--- src/rtl/wash_cycle_timer.sv ---
// Wash cycle timer: follows the washer phase sequence, times the wash and spin
// periods and watchdogs fill/drain. The program select port is program_sel
// because "program" is a reserved word in SystemVerilog.
module wash_cycle_timer #(
  parameter int DATA_W = 8
) (
  input  logic              clk,
  input  logic              reset,
  input  logic              tick,
  input  logic [1:0]        program_sel,
  input  logic              fill_value_on,
  input  logic              motor_on,
  input  logic              drain_value_on,
  input  logic              drained,
  input  logic              done,
  input  logic              pause,
  input  logic              fault_clear,
  output logic              cycle_timeout,
  output logic              spin_timeout,
  output logic              fault,
  output logic [1:0]        fault_code,
  output logic [DATA_W-1:0] remaining,
  output logic              busy
);

  typedef enum logic [2:0] {
    S_IDLE  = 3'd0,
    S_FILL  = 3'd1,
    S_WASH  = 3'd2,
    S_DRAIN = 3'd3,
    S_SPIN  = 3'd4,
    S_DONE  = 3'd5,
    S_FAULT = 3'd6
  } state_t;

  localparam logic [DATA_W-1:0] FILL_TICKS  = DATA_W'(30);
  localparam logic [DATA_W-1:0] DRAIN_TICKS = DATA_W'(20);
  localparam logic [1:0] CODE_NONE  = 2'b00;
  localparam logic [1:0] CODE_FILL  = 2'b01;
  localparam logic [1:0] CODE_DRAIN = 2'b10;

  state_t            state_q, state_d;
  logic [DATA_W-1:0] cnt_q, cnt_d;
  logic              pass_q, pass_d;
  logic [1:0]        prog_q, prog_d;
  logic [1:0]        code_q, code_d;
  logic              dec_en;
  logic              expired;
  logic [DATA_W-1:0] cnt_dec;

  function automatic logic [DATA_W-1:0] wash_ticks(input logic [1:0] p);
    case (p)
      2'b00:   return DATA_W'(8);
      2'b01:   return DATA_W'(20);
      2'b10:   return DATA_W'(40);
      default: return DATA_W'(12);
    endcase
  endfunction

  function automatic logic [DATA_W-1:0] spin_ticks(input logic [1:0] p);
    case (p)
      2'b00:   return DATA_W'(4);
      2'b01:   return DATA_W'(10);
      2'b10:   return DATA_W'(16);
      default: return DATA_W'(2);
    endcase
  endfunction

  always_ff @(posedge clk or posedge reset) begin
    if (reset) begin
      state_q <= S_IDLE;
      cnt_q   <= '0;
      pass_q  <= 1'b0;
      prog_q  <= 2'b00;
      code_q  <= CODE_NONE;
    end else begin
      state_q <= state_d;
      cnt_q   <= cnt_d;
      pass_q  <= pass_d;
      prog_q  <= prog_d;
      code_q  <= code_d;
    end
  end

  // Pause freezes both the decrement and watchdog expiry; transitions still
  // fire and reload, and a reload always wins over a same-cycle tick.
  always_comb begin
    state_d = state_q;
    cnt_d   = cnt_q;
    pass_d  = pass_q;
    prog_d  = prog_q;
    code_d  = code_q;
    dec_en  = tick && !pause && (cnt_q != '0);
    expired = !pause && (cnt_q == '0);
    cnt_dec = cnt_q - DATA_W'(1);
    case (state_q)
      S_IDLE: begin
        if (fill_value_on) begin
          state_d = S_FILL;
          cnt_d   = FILL_TICKS;
          prog_d  = program_sel;
        end
      end
      S_FILL: begin
        if (motor_on) begin
          state_d = S_WASH;
          cnt_d   = wash_ticks(prog_q);
        end else if (expired) begin
          state_d = S_FAULT;
          code_d  = CODE_FILL;
        end else if (dec_en) begin
          cnt_d = cnt_dec;
        end
      end
      S_WASH: begin
        if (drain_value_on) begin
          state_d = S_DRAIN;
          cnt_d   = DRAIN_TICKS;
        end else if (dec_en) begin
          cnt_d = cnt_dec;
        end
      end
      S_DRAIN: begin
        if (!pass_q && fill_value_on) begin
          state_d = S_FILL;
          cnt_d   = FILL_TICKS;
          pass_d  = 1'b1;
        end else if (pass_q && drained) begin
          state_d = S_SPIN;
          cnt_d   = spin_ticks(prog_q);
        end else if (expired) begin
          state_d = S_FAULT;
          code_d  = CODE_DRAIN;
        end else if (dec_en) begin
          cnt_d = cnt_dec;
        end
      end
      S_SPIN: begin
        if (done) begin
          state_d = S_DONE;
        end else if (dec_en) begin
          cnt_d = cnt_dec;
        end
      end
      S_DONE: begin
        if (!done) begin
          state_d = S_IDLE;
          pass_d  = 1'b0;
        end
      end
      S_FAULT: begin
        if (fault_clear) begin
          state_d = S_IDLE;
          pass_d  = 1'b0;
          code_d  = CODE_NONE;
        end
      end
      default: begin
        state_d = S_IDLE;
        pass_d  = 1'b0;
        code_d  = CODE_NONE;
      end
    endcase
  end

  always_comb begin
    cycle_timeout = (state_q == S_WASH) && (cnt_q == '0);
    spin_timeout  = (state_q == S_SPIN) && (cnt_q == '0);
    fault         = (state_q == S_FAULT);
    fault_code    = code_q;
    remaining     = cnt_q;
    busy          = (state_q != S_IDLE) && (state_q != S_FAULT);
  end

endmodule

--- config.mk ---
export PLATFORM = sky130hd
export DESIGN_NAME = wash_cycle_timer
export DESIGN_NICKNAME = d
export VERILOG_FILES = /design/src/rtl/wash_cycle_timer.sv
export SDC_FILE = /design/constraint.sdc
export NUM_CORES = 1
export LEC_CHECK = 0
export CORE_ASPECT_RATIO = 0.7
export CORE_MARGIN = 5
export CORE_UTILIZATION = 55
export CTS_BUF_LIST = sky130_fd_sc_hd__clkbuf_4 sky130_fd_sc_hd__clkbuf_8
export DETAILED_ROUTE_END_ITERATION = 8
export MAX_ROUTING_LAYER = met4
export PLACE_DENSITY = 0.83
export SYNTH_ARGS = -nofsm -noshare
export SYNTH_HDL_FRONTEND = slang
export SYNTH_SLANG_ARGS = --single-unit
--- constraint.sdc ---
create_clock -name clk -period 4.35 [get_ports clk]
set_input_delay 0.87 -clock clk [delete_from_list [all_inputs] [get_ports clk]]
set_output_delay 0.87 -clock clk [all_outputs]
set_load 0.05 [all_outputs]
==> flow_summary.json <==
{
  "status": "complete, no violations",
  "routedWlPerCell_um": 17.75,
  "period_share": 0.7910,
  "fp.dieW_um": 70.41,
  "place.gp.congestion": 1.002,
  "synth_area_leader_cell": "dfrtp_1",
  "finalSetupViolCount": 0,
  "tritoncts": "yes",
  "final_max_slew_viol_count": 0,
  "synth.distinct_cells": 51,
  "routed_wl_um": 4101,
  "netlist_area_um2": 1405,
  "area_growth_pct": 22.26,
  "viasPerCell": 6.550,
  "worstSetupPathType": "flop to primary output",
  "nets": 212,
  "hold_ws_ns": 0.4953,
  "drt_first_iter_violations": 252,
  "die_area_um2": 3682,
  "async_flop_share": 1.000,
  "syn_inst": 178,
  "die_h_um": 52.29,
  "worstPathArrival_ns": 2.57,
  "max_cap_viol_count": 0,
  "worst_pin_slew_ns": 0.7328,
  "start_util": 0.5715,
  "cts_made_buffers": 3,
  "grt_pass1_vias": 1436,
  "antenna_found_initial": 0,
  "multi_input_area_um2": 939.7,
  "total_power_mw": 1.515,
  "portBuffers": 25,
  "ff_latch_area_um2": 400.4,
  "tns_ns": 0,
  "clockRootBuffer": "clkbuf_8",
  "cp.required_ns": 3.48,
  "cts_sinks": 16,
  "clock.fmax_ghz": 0.2906,
  "nFillCells": 206,
  "holdBufCountCts": 0,
  "cts.repair.resized": 0,
  "fin_area_um2": 1718,
  "syn_avg_cell_area_um2": 7.894,
  "h-tree-depth": 1,
  "layout_setup_ws_ns": 0.9091,
  "p_per_area_nw_per_um2": 881.6,
  "yosysTopAreaCellShare": 0.2850,
  "final_cell_mix": "clkdlybuf4s50_1 (25), nand2_1 (16), dfrtp_1 (16)",
  "fin_cells": 231,
  "clk_pin_slew_worst_paths_ns": 0.06,
  "clk_latency_ns": 0.26,
  "antenna_left": 0,
  "grt_usage": 0.2480,
  "final_layout_size_suffix_gt1_frac": 0.07614,
  "place_ws_ns": 1.169,
  "ys_warn_count": 0,
  "cp_max_fo": 5,
  "diodes": 0,
  "overflow": 0,
  "endpoint_kind": "primary output",
  "ys.flop_type": "dfrtp_1",
  "postCtsSetupBuffers": 0,
  "num_vias": 1513,
  "io_pins": 26,
  "ys_seq_elements": 16,
  "fin_util": 0.6987,
  "grt_max_degree": 29,
  "grt_pass1_wl_um": 6975,
  "slew_headroom": 0.5070,
  "irDropWorstVdd_uv": 453.3,
  "cp-start-kind": "flop",
  "syn_nets": 192,
  "core_um2": 2459,
  "route.detailed.drc": 0,
  "yosys-top-cells-area": "dfrtp_1 (28%), o21ai_0 (4.6%), nand2_1 (4.3%), nand2b_1 (3.6%), nor2_1 (3.5%)",
  "skew_ns": 0.009049,
  "cts_max_path_buffers": 2,
  "finalHoldViolations": 0,
  "leakage_nw": 0.6562,
  "place_hpwl_um": 3079,
  "final_common_cell": "clkdlybuf4s50_1",
  "drtPass1Iterations": 5,
  "holdCritPathClass": "flop to flop",
  "rows": 15,
  "fin_crit_ns": 3.441,
  "placed_area_um2": 1663,
  "rsz0062_at_grt": "no",
  "place_inst": 227,
  "synth_edf_count": 0,
  "yosysSeqAreaShare": 0.2850
}
-- worst max-delay path: stages (launching register included) --
cell and delay [ns]:
dfrtp_1 0.39, inv_1 0.14, ha_1 0.19, nor3b_1 0.24, nand2_1 0.17, nor4b_1 0.32
clkdlybuf4s50_1 0.87
-- final cells by class --
type,instances,share of cell area
multi-input cells,145,0.5470
flip-flops and latches,16,0.2331
repair buffers,26,0.1500
clock buffers,4,0.03205
well taps,34,0.02476
inverters,6,0.01311
-- per-layer routing --
layer | track usage | share of wire | up-vias
li1 | - | - | 704
met1 | 0.3450 | 0.47 | 708
met2 | 0.3401 | 0.41 | 89
met3 | 0.07663 | 0.10 | 12
met4 | 0.07962 | 0.019 | 0
met5 | - | 0 | -
-- power breakdown --
part / switching [mW] / total, mW / internal [mW]
logic: 0.622 / 1.02 / 0.398
clock network: 0.0566 / 0.137 / 0.0805
registers: 0.141 / 0.358 / 0.216
-- registers in the layout, summed over array words and instances (netlist names) --
signal / cells
remaining: 8
state_q: 3
fault_code: 2
prog_q: 2
pass_q: 1
-- cells by family (layout without fill, tap and decap cells) --
kind of cell             after synthesis  count (layout)  share of synthesized area
AO/OA/AOI/OAI                         63              63                     0.3197
multiplexers                           4               4                    0.03117
XOR/XNOR                               2               2                    0.01247
buffers and inverters                 17              36                    0.04630
AND/OR/NAND/NOR                       74              74                     0.2876
flip-flops                            16              16                     0.2849
adder cells (fa/ha/maj)                2               2                    0.01781
-- cell usage after synthesis, types with 5 or more instances --
cell / instances
nor2b_1: 7
inv_1: 6
nor4_1: 5
clkbuf_1: 9
nand3_1: 6
nand2_1: 16
nor2_1: 13
a31oi_1: 6
nand2b_1: 8
dfrtp_1: 16
o21ai_0: 13
a21oi_1: 9
-- path summary, 6_finish.rpt --
path | to | cells past startpoint | slack [ns] | startpoint
min in group asynchronous | remaining[1]$_DFFE_PP0P_ | 2 | 1.01 | reset
worst min-delay path | fault_code[0]$_DFFE_PP0P_ | 1 | 0.50 | fault_code[0]$_DFFE_PP0P_
max in group asynchronous | pass_q$_DFFE_PP0P_ | 2 | 2.90 | reset
worst min register to register | fault_code[0]$_DFFE_PP0P_ | 1 | 0.50 | fault_code[0]$_DFFE_PP0P_
worst max-delay path | cycle_timeout | 6 | 0.91 | remaining[0]$_DFFE_PP0P_
worst max register to register | remaining[5]$_DFFE_PP0P_ | 6 | 1.87 | remaining[0]$_DFFE_PP0P_
Note: power is estimated with default switching activity, not from simulation.
